--- src/rtl/life_pkg.sv ---
// Shared types and defaults for the Game of Life run controller.
package life_pkg;

  localparam int LIFE_N = 8;

  typedef enum logic [2:0] {
    ST_IDLE,
    ST_LOAD,
    ST_STEP,
    ST_EVAL,
    ST_PAUSED,
    ST_DONE
  } life_state_t;

  typedef enum logic [1:0] {
    STAT_LIMIT   = 2'd0,
    STAT_EXTINCT = 2'd1,
    STAT_STILL   = 2'd2,
    STAT_OSC2    = 2'd3
  } life_status_t;

endpackage

--- src/rtl/life_popcount.sv ---
// Combinational population count of the cell array.
module life_popcount
  import life_pkg::*;
#(
  parameter int W     = LIFE_N * LIFE_N,
  parameter int POP_W = 7
) (
  input  logic [W-1:0]     bits_i,
  output logic [POP_W-1:0] count_o
);

  // Written as a flat sum; synthesis rebalances it into an adder tree.
  always_comb begin
    count_o = '0;
    for (int i = 0; i < W; i++) begin
      count_o = count_o + POP_W'(bits_i[i]);
    end
  end

endmodule

--- src/rtl/life_ctrl.sv ---
// Run controller for the NxN Life array: seed load, free-run/pause/step,
// and automatic stop on extinction, still life, period-2 or generation limit.
//
// state  | meaning
// IDLE   | waiting for start_i
// LOAD   | seed strobe to the grid
// STEP   | generation strobe to the grid, snapshot pre-step cells
// EVAL   | new generation visible: count, popcount, termination checks
// PAUSED | holding; pause release or step_i resumes
// DONE   | result held until start_i or abort_i
module life_ctrl
  import life_pkg::*;
#(
  parameter int N     = LIFE_N,
  parameter int GEN_W = 16,
  parameter int POP_W = 7
) (
  input  logic             clk,
  input  logic             rst,
  input  logic             start_i,
  input  logic             abort_i,
  input  logic             pause_i,
  input  logic             step_i,
  input  logic [GEN_W-1:0] gen_limit_i,
  input  logic [N*N-1:0]   seed_i,
  input  logic [N*N-1:0]   cells_i,
  output logic [N*N-1:0]   seeds_o,
  output logic             grid_load_o,
  output logic             grid_step_o,
  output logic             busy_o,
  output logic             done_o,
  output logic [1:0]       status_o,
  output logic [GEN_W-1:0] gen_count_o,
  output logic [POP_W-1:0] pop_count_o
);

  life_state_t        state_q, state_d;
  life_status_t       status_q, status_d;
  logic [N*N-1:0]     seeds_q, seeds_d;
  logic [N*N-1:0]     prev1_q, prev1_d;
  logic [N*N-1:0]     prev2_q, prev2_d;
  logic [GEN_W-1:0]   gen_q, gen_d;
  logic [POP_W-1:0]   pop_q, pop_d;
  logic               load_q, load_d;
  logic               step_q, step_d;
  logic               busy_q, busy_d;
  logic               done_q, done_d;
  logic               step_mode_q, step_mode_d;
  logic               after_load_q, after_load_d;
  logic [POP_W-1:0]   pop_cnt;
  logic [GEN_W:0]     gen_nxt;

  life_popcount #(.W(N * N), .POP_W(POP_W)) u_popcount (
    .bits_i  (cells_i),
    .count_o (pop_cnt)
  );

  // Unsaturated generation number of the cells now visible in EVAL.
  assign gen_nxt = {1'b0, gen_q} + (GEN_W + 1)'(1);

  always_comb begin
    state_d      = state_q;
    status_d     = status_q;
    seeds_d      = seeds_q;
    prev1_d      = prev1_q;
    prev2_d      = prev2_q;
    gen_d        = gen_q;
    pop_d        = pop_q;
    step_mode_d  = step_mode_q;
    after_load_d = 1'b0;

    if (after_load_q) pop_d = pop_cnt;

    if (abort_i) begin
      state_d     = ST_IDLE;
      step_mode_d = 1'b0;
    end else begin
      case (state_q)
        ST_IDLE, ST_DONE: begin
          if (start_i) begin
            seeds_d     = seed_i;
            gen_d       = '0;
            status_d    = STAT_LIMIT;
            step_mode_d = 1'b0;
            state_d     = ST_LOAD;
          end
        end
        ST_LOAD: begin
          after_load_d = 1'b1;
          state_d      = pause_i ? ST_PAUSED : ST_STEP;
        end
        ST_STEP: begin
          prev2_d = prev1_q;
          prev1_d = cells_i;
          state_d = ST_EVAL;
        end
        ST_EVAL: begin
          gen_d       = (&gen_q) ? gen_q : gen_q + GEN_W'(1);
          pop_d       = pop_cnt;
          step_mode_d = 1'b0;
          if (cells_i == '0) begin
            state_d  = ST_DONE;
            status_d = STAT_EXTINCT;
          end else if (cells_i == prev1_q) begin
            state_d  = ST_DONE;
            status_d = STAT_STILL;
          end else if (gen_nxt >= (GEN_W + 1)'(2) && cells_i == prev2_q) begin
            state_d  = ST_DONE;
            status_d = STAT_OSC2;
          end else if (gen_limit_i != '0 && gen_nxt == {1'b0, gen_limit_i}) begin
            state_d  = ST_DONE;
            status_d = STAT_LIMIT;
          end else if (pause_i || step_mode_q) begin
            state_d = ST_PAUSED;
          end else begin
            state_d = ST_STEP;
          end
        end
        ST_PAUSED: begin
          if (!pause_i) begin
            state_d = ST_STEP;
          end else if (step_i) begin
            state_d     = ST_STEP;
            step_mode_d = 1'b1;
          end
        end
        default: state_d = ST_IDLE;
      endcase
    end

    load_d = (state_d == ST_LOAD);
    step_d = (state_d == ST_STEP);
    busy_d = (state_d == ST_LOAD) || (state_d == ST_STEP) ||
             (state_d == ST_EVAL) || (state_d == ST_PAUSED);
    done_d = (state_d == ST_DONE);
  end

  always_ff @(posedge clk) begin
    if (!rst) begin
      state_q      <= ST_IDLE;
      status_q     <= STAT_LIMIT;
      seeds_q      <= '0;
      prev1_q      <= '0;
      prev2_q      <= '0;
      gen_q        <= '0;
      pop_q        <= '0;
      load_q       <= 1'b0;
      step_q       <= 1'b0;
      busy_q       <= 1'b0;
      done_q       <= 1'b0;
      step_mode_q  <= 1'b0;
      after_load_q <= 1'b0;
    end else begin
      state_q      <= state_d;
      status_q     <= status_d;
      seeds_q      <= seeds_d;
      prev1_q      <= prev1_d;
      prev2_q      <= prev2_d;
      gen_q        <= gen_d;
      pop_q        <= pop_d;
      load_q       <= load_d;
      step_q       <= step_d;
      busy_q       <= busy_d;
      done_q       <= done_d;
      step_mode_q  <= step_mode_d;
      after_load_q <= after_load_d;
    end
  end

  assign seeds_o     = seeds_q;
  assign grid_load_o = load_q;
  assign grid_step_o = step_q;
  assign busy_o      = busy_q;
  assign done_o      = done_q;
  assign status_o    = status_q;
  assign gen_count_o = gen_q;
  assign pop_count_o = pop_q;

endmodule

--- config.mk ---
export PLATFORM = sky130hd
export DESIGN_NAME = life_ctrl
export DESIGN_NICKNAME = d
export VERILOG_FILES = /design/src/rtl/life_pkg.sv /design/src/rtl/life_popcount.sv /design/src/rtl/life_ctrl.sv
export SDC_FILE = /design/constraint.sdc
export NUM_CORES = 1
export LEC_CHECK = 0
export CORE_MARGIN = 3
export CORE_UTILIZATION = 44
export CTS_CLUSTER_SIZE = 8
export DETAILED_ROUTE_END_ITERATION = 10
export PLACE_DENSITY = 0.75
export SLEW_MARGIN = 5
export SYNTH_ARGS = -nofsm -noshare
export SYNTH_HDL_FRONTEND = slang
export SYNTH_SLANG_ARGS = --single-unit
--- constraint.sdc ---
create_clock -name clk -period 10.6 [get_ports clk]
set_clock_uncertainty 0.2 [all_clocks]
set_input_delay 2.65 -clock clk [delete_from_list [all_inputs] [get_ports clk]]
set_output_delay 2.65 -clock clk [all_outputs]
set_load 0.03 [all_outputs]
==> results of run 1 <==
layout by cell type, fill, tap and decap left out, types with 7 or more instances in the layout:
master                            count
sky130_fd_sc_hd__fa_1                54
sky130_fd_sc_hd__nand2b_1             9
sky130_fd_sc_hd__xor2_1              72
sky130_fd_sc_hd__nand3b_1             7
sky130_fd_sc_hd__nor3_1              10
sky130_fd_sc_hd__ha_1                19
sky130_fd_sc_hd__clkbuf_16           34
sky130_fd_sc_hd__and2_1              10
sky130_fd_sc_hd__dfxtp_1            226
sky130_fd_sc_hd__o21ai_0             21
sky130_fd_sc_hd__inv_1              107
sky130_fd_sc_hd__nor4_1              48
sky130_fd_sc_hd__a21oi_1             13
sky130_fd_sc_hd__nand4_1             39
sky130_fd_sc_hd__clkdlybuf4s50_1    241
sky130_fd_sc_hd__nand3_1             12
sky130_fd_sc_hd__nand2_1            402
sky130_fd_sc_hd__nor2b_1             13
sky130_fd_sc_hd__a21boi_0           202
sky130_fd_sc_hd__buf_4               11
sky130_fd_sc_hd__xnor2_1             84
sky130_fd_sc_hd__nor2_1              29
tightest hold or removal path, cell delays in order, from the launching register on:
cell	delay [ns]
sky130_fd_sc_hd__dfxtp_1	0.30
sky130_fd_sc_hd__nand2_1	0.04
sky130_fd_sc_hd__a21boi_0	0.06
power by group:
part	switching, W	internal (W)	leakage [nW]
Sequential	0.00000908	0.000868	1.83
Combinational	0.00105	0.000906	3.76
Clock	0.000375	0.000569	0.436
Total	0.00144	0.00234	6.02
per-layer routing:
metal / vias to the layer above / global-route usage, % / wire length (microns)
met5: - / 0 / 0
li1: 5527 / - / -
met2: 439 / 39.6 / 18300
met3: 72 / 4.73 / 2980
met4: 0 / 8.21 / 1290
met1: 5411 / 29.2 / 15700
cell type report:
cell class                      instances  area, sq um
Fill cell                            2581        12500
Multi-Input combinational cell       1132         7710
Sequential cell                       226         4520
Timing Repair Buffer                  252         2490
Clock buffer                           35          855
Tap cell                              384          480
Inverter                              107          402
Clock inverter                          4         41.3
Antenna cell                            1         2.50
worst paths after layout:
| check | end | slack [ns] | startpoint |
|---|---|---|---|
| max | pop_count_o[6] | 1.51 | cells_i[0] |
| min | seeds_o[36] | 0.26 | seeds_o[36] |
| max reg2reg | grid_load_o | 6.91 | gen_count_o[0] |
| min reg2reg | seeds_o[36] | 0.26 | seeds_o[36] |
kinds of logic after synthesis:
kind of cell	after synthesis	synth area share (%)
simple gates	609	21.5
buf+inv	220	6.44
compound gates	288	16.3
xor+xnor	157	10.6
mux	5	0.383
fa+ha+maj	73	10.1
flops	226	34.6
sequential cells by signal (all words and copies together), names as in the netlist, 2 cells and up:
name	cells
seeds_o	64
status_o	2
state_q	3
pop_count_o	7
prev2_q	64
gen_count_o	16
prev1_q	64
metrics by stage:
| step | setup slack, ns | utilization [%] | hold WS, ns |
|---|---|---|---|
| 3_5_place_dp | 0.989 | 53.8 | 0.260 |
| 4_1_cts | 1.52 | 56.9 | 0.266 |
| 5_1_grt | 1.14 | 56.9 | 0.282 |
| 6_report | 1.51 | 56.9 | 0.262 |
| 2_1_floorplan | 1.87 | - | 0.255 |
| 3_3_place_gp | 1.03 | 53.8 | 0.253 |
==> impl_metrics.tcl, run 1 <==
set metrics [dict create \
    relSlewSlack_pct 22.4 \
    synth_cells 1578 \
    finished_layout_cells 2141 \
    worst_path_max_delay_cell "sky130_fd_sc_hd__clkdlybuf4s50_1" \
    critical_path_arrival_ns 9.23 \
    globalRoute.totalOverflow 0 \
    rr_worst_depth 9 \
    via_density_per_instance 5.35 \
    worstSetupPathType "input pin to register" \
    detailedRoute.firstPassIterationCount 5 \
    syn-cell-area_sq_um 13100 \
    max_stage_delay_ns 0.59 \
    synth-edff-count 0 \
    tns_ns 0 \
    synth.net_count 1801 \
    dp.cells 2101 \
    root_buffer "sky130_fd_sc_hd__clkbuf_16" \
    synth_ff_type "sky130_fd_sc_hd__dfxtp_1" \
    timing.critical_path.max_delay_family "adder cells" \
    final_nets 1976 \
    grtUsageTotal_pct 23.2 \
    clock_path_buffers 3 \
    dieWidth_microns 178 \
    cts-resized-gates 0 \
    clock.fmax_mhz 110 \
    finalHoldViolations 0 \
    hold_depth 2 \
    synth-warning-count 0 \
    finish.instance_area_sq_um 16500 \
    io_port_bufs 242 \
    worstPathRequired_ns 10.74 \
    detail_route.drc_violations 0 \
    power_per_cell_area_nw_per_um2 229 \
    ys_seq_area_share_pct 34.6 \
    synthesis.area_per_instance_sq_um 8.27 \
    floorplan.die.height_microns 178 \
    synth_most_common_cell "sky130_fd_sc_hd__nand2_1" \
    insertion_delay_ns 0.50 \
    worst_path_most_repeated_cell "sky130_fd_sc_hd__fa_1" \
    place_hpwl_microns 27700 \
    fin_crit_ns 9.09 \
    timing.critical_path.to_type "register" \
    row_count 62 \
    rsz0062_at_grt "no" \
    synth_top_area_cell "sky130_fd_sc_hd__dfxtp_1" \
    initialDrtViolationCount 887 \
    grt_first_pass_wirelength_microns 58400 \
    crit_path_max_fanout 5 \
    finalWeightedCongestion 0.893 \
    synth_cell_types 64 \
    static-leakage-power_nw 6.02 \
    drv.max_cap_violation_count 0 \
    synth_largest_type_area_fraction_pct 34.6 \
    report.power.total_w 0.00378 \
    cts-buffers-inserted 34 \
    layout-drive-gt1-share_pct 3.64 \
    vdd.ir_drop.worst_mv 0.630 \
    synth.cells.most_frequent "sky130_fd_sc_hd__nand2_1 (402), sky130_fd_sc_hd__dfxtp_1 (226), sky130_fd_sc_hd__a21boi_0 (202), sky130_fd_sc_hd__inv_1 (107), sky130_fd_sc_hd__clkbuf_1 (100)" \
    number_of_antenna_violations_at_the_first_check_in_global_routing 1 \
    area_delta_synth_final_pct 26.4 \
    status "finished, final reports clean" \
    synth_top_cells_by_area "sky130_fd_sc_hd__dfxtp_1 (35%), sky130_fd_sc_hd__a21boi_0 (12%), sky130_fd_sc_hd__nand2_1 (12%)" \
    first_global_vias 10800 \
    wirelength_microns 38300 \
    cts_tree "done" \
    pin_count_of_the_biggest_net_entering_global_routing 130 \
    avgRoutedWirePerCell_microns 17.9 \
    cts_htree_levels 2 \
    drv_slew 0 \
    hold_buffers 0 \
    worst_setup_path_start_kind "input pin" \
    ioPinCount 243 \
    report.final.setup_viol 0 \
    fp.dieArea_sq_um 31800 \
    initial_core_util_pct 45.0 \
    post-cts-setup-buffers 0 \
    cp.depth 22 \
    final_antenna_net_count 0 \
    worstMarginPinSlew_ns 1.16 \
    vias 11400 \
    hold_path.class "register to register" \
    ys_async_sr_fraction_pct 0 \
    cts_sinks 226 \
    path_clk_slew_ns 0.05 \
    crit_chain "clkdlybuf4s50_1 -> inv_1 -> ha_1 -> inv_1 -> fa_1 -> fa_1 -> fa_1 -> fa_1 -> fa_1 -> fa_1 -> fa_1 -> fa_1 -> inv_1 -> fa_1 -> fa_1 -> a21o_1 -> a21oi_1 -> inv_1 -> a21oi_1 -> nor2_1 -> nor2_1 -> a21oi_1" \
    core_footprint_sq_um 29000 \
    worst-path-buf-inv 5 \
    post_dp_cell_area_sq_um 15600 \
    layout_worst_path_cycle_share_pct 85.8 \
    synth-seq-cells 226 \
]
Note: power is estimated with default switching activity, not from simulation.
==> inputs of run 2 (changes only) <==
--- a/config.mk
+++ b/config.mk
@@ -9,6 +9,7 @@
 export CORE_UTILIZATION = 44
 export CTS_CLUSTER_SIZE = 8
 export DETAILED_ROUTE_END_ITERATION = 10
+export HOLD_SLACK_MARGIN = 0.12
 export PLACE_DENSITY = 0.75
 export SLEW_MARGIN = 5
 export SYNTH_ARGS = -nofsm -noshare
==> constraint.sdc (replaced) <==
create_clock -name clk -period 9.1 [get_ports clk]
set_clock_uncertainty 0.2 [all_clocks]
set_input_delay 2.275 -clock clk [delete_from_list [all_inputs] [get_ports clk]]
set_output_delay 2.275 -clock clk [all_outputs]
set_load 0.03 [all_outputs]
==> run 2 against run 1 <==
Net effect: setup slack got worse by 0.95 ns; global-route usage rose by 0.19 points; flip-flop and latch count did not move; non-clock buffer count rose by 34; worst hold slack got worse by 0.0011 ns; register-to-register slack got worse by 1.5 ns; power rose by 18%; clock power rose by 20%; combinational power rose by 17%.
==> impl_metrics.tcl, run 2 (synthesis results as in run 1) <==
set metrics [dict create \
    status "finished, final reports clean" \
    cts_sinks 226 \
    dieWidth_microns 178 \
    fin_crit_ns 8.54 \
    report.power.total_w 0.00445 \
    report.final.setup_viol 0 \
    layout_worst_path_cycle_share_pct 93.8 \
    insertion_delay_ns 0.51 \
    rr_worst_depth 9 \
    power_per_cell_area_nw_per_um2 265 \
    crit_path_max_fanout 2 \
    finish.instance_area_sq_um 16800 \
    vias 11600 \
    clock_path_buffers 3 \
    first_global_vias 10800 \
    initialDrtViolationCount 1060 \
    number_of_antenna_violations_at_the_first_check_in_global_routing 3 \
    post-cts-setup-buffers 0 \
    cts-resized-gates 0 \
    cts-buffers-inserted 34 \
    detail_route.drc_violations 0 \
    finalHoldViolations 0 \
    area_delta_synth_final_pct 28.7 \
    vdd.ir_drop.worst_mv 0.852 \
    final_antenna_net_count 0 \
    worst_setup_path_start_kind "input pin" \
    root_buffer "sky130_fd_sc_hd__clkbuf_16" \
    cts_htree_levels 2 \
    globalRoute.totalOverflow 0 \
    io_port_bufs 242 \
    detailedRoute.firstPassIterationCount 5 \
    final_nets 2010 \
    wirelength_microns 38700 \
    pin_count_of_the_biggest_net_entering_global_routing 106 \
    critical_path_arrival_ns 8.67 \
    grt_first_pass_wirelength_microns 58700 \
    ioPinCount 243 \
    hold_buffers 0 \
    place_hpwl_microns 28400 \
    layout-drive-gt1-share_pct 5.53 \
    path_clk_slew_ns 0.05 \
    rsz0062_at_grt "no" \
    clock.fmax_mhz 117 \
    hold_depth 2 \
    core_footprint_sq_um 29000 \
    layout.cells.most_common "sky130_fd_sc_hd__nand2_1" \
    via_density_per_instance 5.33 \
    initial_core_util_pct 45.0 \
    drv_slew 0 \
    finalWeightedCongestion 0.949 \
    worstMarginPinSlew_ns 1.15 \
    static-leakage-power_nw 6.21 \
    relSlewSlack_pct 23.1 \
    post_dp_cell_area_sq_um 15900 \
    cts_tree "done" \
    worstSetupPathType "input pin to register" \
    timing.critical_path.to_type "register" \
    tns_ns 0 \
    floorplan.die.height_microns 178 \
    grtUsageTotal_pct 23.4 \
    hold_path.class "register to register" \
    row_count 62 \
    drv.max_cap_violation_count 0 \
    avgRoutedWirePerCell_microns 17.8 \
    leading_cell_types_in_the_layout_fill_and_taps_excluded "sky130_fd_sc_hd__nand2_1 (402), sky130_fd_sc_hd__clkdlybuf4s50_1 (241), sky130_fd_sc_hd__dfxtp_1 (226)" \
    worstPathRequired_ns 9.23 \
    fp.dieArea_sq_um 31800 \
]
## run 2: changes by cell type in the layout (fill, tap and decap cells not counted), sizes merged
cell / before / now
buf: 11 / 45
bufinv: 0 / 1
clkinvlp: 1 / 0
diode: 1 / 3
## run 2: stage by stage
stage | std cells | worst slack [ns] | util [%] | hold slack [ns]
2_1_floorplan | 1578 | 0.747 | - | 0.255
3_3_place_gp | 2135 | 0.107 | 54.7 | 0.250
3_5_place_dp | 2135 | 0.0407 | 54.7 | 0.256
4_1_cts | 2174 | 0.560 | 57.9 | 0.264
5_1_grt | 2177 | 0.259 | 57.9 | 0.276
6_report | 2177 | 0.561 | 57.9 | 0.261
## run 2: layout make-up
class / instances / area (sq um)
Fill cell: 2570 / 12200
Multi-Input combinational cell: 1132 / 7710
Sequential cell: 226 / 4520
Timing Repair Buffer: 286 / 2750
Clock buffer: 35 / 865
Tap cell: 384 / 480
Inverter: 107 / 402
Clock inverter: 4 / 63.8
Antenna cell: 3 / 7.51
## run 2: worst paths after layout
check        slack (ns)             end      startpoint
max                0.56  pop_count_o[6]      cells_i[0]
min                0.26     seeds_o[44]     seeds_o[44]
max reg2reg        5.36     grid_load_o  gen_count_o[0]
min reg2reg        0.26     seeds_o[44]     seeds_o[44]
## run 2: power by group
group	switching [W]	internal, W	total (W)
registers	0.0000104	0.00101	0.00102
logic	0.00117	0.00112	0.00229
clock network	0.000434	0.000698	0.00113
total	0.00161	0.00283	0.00445
## run 2: worst max-delay path, cell delays in order
cell	delay [ns]
sky130_fd_sc_hd__clkdlybuf4s50_1	0.48
sky130_fd_sc_hd__inv_1	0.05
sky130_fd_sc_hd__ha_1	0.28
sky130_fd_sc_hd__inv_1	0.07
sky130_fd_sc_hd__fa_1	0.46
sky130_fd_sc_hd__fa_1	0.50
sky130_fd_sc_hd__fa_1	0.51
sky130_fd_sc_hd__fa_1	0.55
sky130_fd_sc_hd__fa_1	0.44
sky130_fd_sc_hd__fa_1	0.54
sky130_fd_sc_hd__fa_1	0.43
sky130_fd_sc_hd__fa_1	0.49
sky130_fd_sc_hd__inv_1	0.05
sky130_fd_sc_hd__fa_1	0.40
sky130_fd_sc_hd__fa_1	0.42
sky130_fd_sc_hd__a21o_1	0.17
sky130_fd_sc_hd__a21oi_1	0.17
sky130_fd_sc_hd__inv_1	0.06
sky130_fd_sc_hd__a21oi_1	0.14
sky130_fd_sc_hd__nor2_1	0.05
sky130_fd_sc_hd__nor2_1	0.08
sky130_fd_sc_hd__a21oi_1	0.07
## run 2: routing by layer
| metal | GRT usage, % | vias up | share of wire (%) | wire length (microns) |
|---|---|---|---|---|
| li1 | - | 5599 | - | - |
| met3 | 4.36 | 76 | 7.9 | 3060 |
| met2 | 39.1 | 468 | 48 | 18600 |
| met1 | 30.1 | 5456 | 41 | 15700 |
| met4 | 8.86 | 0 | 3.6 | 1380 |
| met5 | 0 | - | 0 | 0 |
==> inputs of run 3 (changes only) <==
==> constraint.sdc (replaced) <==
create_clock -name clk -period 8.1 [get_ports clk]
set_clock_uncertainty 0.2 [all_clocks]
set_input_delay 2.025 -clock clk [delete_from_list [all_inputs] [get_ports clk]]
set_output_delay 2.025 -clock clk [all_outputs]
set_load 0.03 [all_outputs]
==> run 3 against run 2 <==
Net effect: combinational power increased by 35%; cell count increased by 0.96%; setup slack got worse by 0.36 ns; flip-flop and latch count unchanged; die area unchanged; critical path depth decreased by 2; power increased by 23%; worst hold slack got worse by 0.00059 ns; via count increased by 1.5%; clock power increased by 9%; largest power group unchanged; highest routed layer is now met5.
==> impl_metrics.tcl, run 3 (synthesis results as in run 1) <==
set metrics [dict create \
    ioPinCount 243 \
    via_density_per_instance 5.35 \
    root_buffer "sky130_fd_sc_hd__clkbuf_16" \
    critical_path_arrival_ns 8.08 \
    layout.cells.most_common "sky130_fd_sc_hd__nand2_1" \
    wirelength_microns 39200 \
    power_per_cell_area_nw_per_um2 322 \
    vdd.ir_drop.worst_mv 0.786 \
    worst_setup_path_start_kind "input pin" \
    finished_layout_cells 2198 \
    cts_tree "done" \
    hold_path.startpoint "seeds_o[32]" \
    post_dp_cell_area_sq_um 16000 \
    final_antenna_net_count 0 \
    vias 11800 \
    detail_route.drc_violations 0 \
    relSlewSlack_pct 21.3 \
    fp.dieArea_sq_um 31800 \
    row_count 62 \
    static-leakage-power_nw 6.48 \
    cts-buffers-inserted 34 \
    hold_depth 2 \
    layout_worst_path_cycle_share_pct 97.5 \
    reg2reg_setup_slack_ns 4.31 \
    core_footprint_sq_um 29000 \
    avgRoutedWirePerCell_microns 17.8 \
    clock_path_buffers 3 \
    critical_path.reg2reg.startpoint "gen_count_o[0]" \
    path_clk_slew_ns 0.05 \
    report.power.total_w 0.00547 \
    cts_sinks 226 \
    report.final.setup_viol 0 \
    seq_area_sq_um 4520 \
    timing.critical_path.to_type "register" \
    tns_ns 0 \
    worstMarginPinSlew_ns 1.18 \
    pin_count_of_the_biggest_net_entering_global_routing 117 \
    cellInternalPower_w 0.00354 \
    hold_path.class "register to register" \
    first_global_vias 11300 \
    comb_power_share_pct 56.5 \
    hold_buffers 0 \
    layout-drive-gt1-share_pct 8.16 \
    finalHoldViolations 0 \
    rr_endpoint "grid_load_o" \
    utilization_after_layout_pct 58.6 \
    drv.max_cap_violation_count 0 \
    grt_first_pass_wirelength_microns 60200 \
    finish.instance_area_sq_um 17000 \
    final_nets 2034 \
    switching_share_pct 35.4 \
    globalRoute.totalOverflow 0 \
    insertion_delay_ns 0.50 \
    number_of_antenna_violations_at_the_first_check_in_global_routing 1 \
    crit_path_max_fanout 2 \
    dieWidth_microns 178 \
    clock.fmax_mhz 127 \
    worstPathRequired_ns 8.29 \
    rsz0062_at_grt "no" \
    area_delta_synth_final_pct 30.2 \
    nFillCells 2594 \
    initialDrtViolationCount 1163 \
    fin_crit_ns 7.90 \
    share_seq_of_total_power_pct 21.0 \
    cts_htree_levels 2 \
    leading_cell_types_in_the_layout_fill_and_taps_excluded "sky130_fd_sc_hd__nand2_1 (402), sky130_fd_sc_hd__dfxtp_1 (226), sky130_fd_sc_hd__clkdlybuf4s50_1 (212)" \
    switchingPower_w 0.00194 \
    rr_worst_depth 9 \
    dp.cells 2158 \
    multiInputGateArea_sq_um 7740 \
    worstHoldEndpoint "seeds_o[32]" \
    grtUsageTotal_pct 24.0 \
    floorplan.die.height_microns 178 \
    io_port_bufs 242 \
    place_hpwl_microns 29000 \
    initial_core_util_pct 45.0 \
    status "finished, final reports clean" \
    drv_slew 0 \
    p_clk_share_pct 22.5 \
    finalWeightedCongestion 0.946 \
    worstSetupPathType "input pin to register" \
    detailedRoute.firstPassIterationCount 5 \
]
run 3: timing repair:
| item | CTS | global route |
|---|---|---|
| cloned | 0 | 0 |
| setup buffers | 0 | 1 |
| endpoints found under the setup margin | 3 | 3 |
| gates resized for setup | 19 | 38 |
| pin swaps | 25 | 26 |
run 3: final cells by class:
type / instances / share of cell area, %
clock buffer: 34 / 5.00
sequential: 226 / 26.6
timing repair buffer: 310 / 17.4
clock inverter: 4 / 0.250
antenna: 1 / 0.0147
multi-input combinational: 1132 / 45.5
inverter: 107 / 2.36
tap: 384 / 2.83
run 3: through the flow:
| step | hold slack, ns | setup slack [ns] |
|---|---|---|
| 2_1_floorplan | 0.255 | 0.0131 |
| 3_3_place_gp | 0.252 | -0.627 |
| 3_5_place_dp | 0.257 | -0.719 |
| 4_1_cts | 0.265 | 0.00500 |
| 5_1_grt | 0.284 | 0.00862 |
| 6_report | 0.260 | 0.203 |
run 3: worst max-delay path by stage:
stage / slack, ns / endpoint / start / depth (start not counted)
floorplan: 0.01 / pop_count_o[5] / cells_i[40] / 23
global placement: -0.63 / pop_count_o[6] / cells_i[0] / 22
detailed placement: -0.72 / pop_count_o[6] / cells_i[0] / 22
CTS: 0.005 / pop_count_o[6] / cells_i[6] / 20
global route: 0.009 / pop_count_o[6] / cells_i[20] / 20
finish: 0.20 / pop_count_o[5] / cells_i[20] / 20
run 3: worst max-delay path, stage by stage:
cell and delay [ns]:
sky130_fd_sc_hd__clkdlybuf4s50_1 0.45, sky130_fd_sc_hd__fa_1 0.60, sky130_fd_sc_hd__fa_1 0.45, sky130_fd_sc_hd__fa_1 0.49, sky130_fd_sc_hd__inv_1 0.05, sky130_fd_sc_hd__fa_2 0.54
sky130_fd_sc_hd__fa_1 0.44, sky130_fd_sc_hd__fa_1 0.54, sky130_fd_sc_hd__fa_1 0.42, sky130_fd_sc_hd__fa_1 0.51, sky130_fd_sc_hd__inv_2 0.04, sky130_fd_sc_hd__fa_2 0.37
sky130_fd_sc_hd__buf_4 0.14, sky130_fd_sc_hd__a21o_1 0.14, sky130_fd_sc_hd__a21o_1 0.18, sky130_fd_sc_hd__a21o_1 0.18, sky130_fd_sc_hd__a21oi_2 0.15, sky130_fd_sc_hd__xnor2_1 0.13
sky130_fd_sc_hd__nand2_1 0.07, sky130_fd_sc_hd__o211a_1 0.18
run 3: power by group through the flow:
| stage | clock network, W | registers (W) | logic, W |
|---|---|---|---|
| floorplan | 0 | 0.00121 | 0.00187 |
| global placement | 0 | 0.00117 | 0.00287 |
| detailed placement | 0 | 0.00117 | 0.00293 |
| CTS | 0.00126 | 0.00115 | 0.00306 |
| global route | 0.00130 | 0.00115 | 0.00352 |
| finish | 0.00123 | 0.00115 | 0.00309 |
run 3: per-layer routing:
| layer | share of wire [%] | vias to the layer above | GRT usage (%) |
|---|---|---|---|
| met1 | 41 | 5584 | 30.5 |
| met5 | 0.031 | - | 0 |
| met2 | 47 | 452 | 40.4 |
| met4 | 4.0 | 2 | 9.45 |
| li1 | - | 5635 | - |
| met3 | 7.7 | 97 | 4.24 |
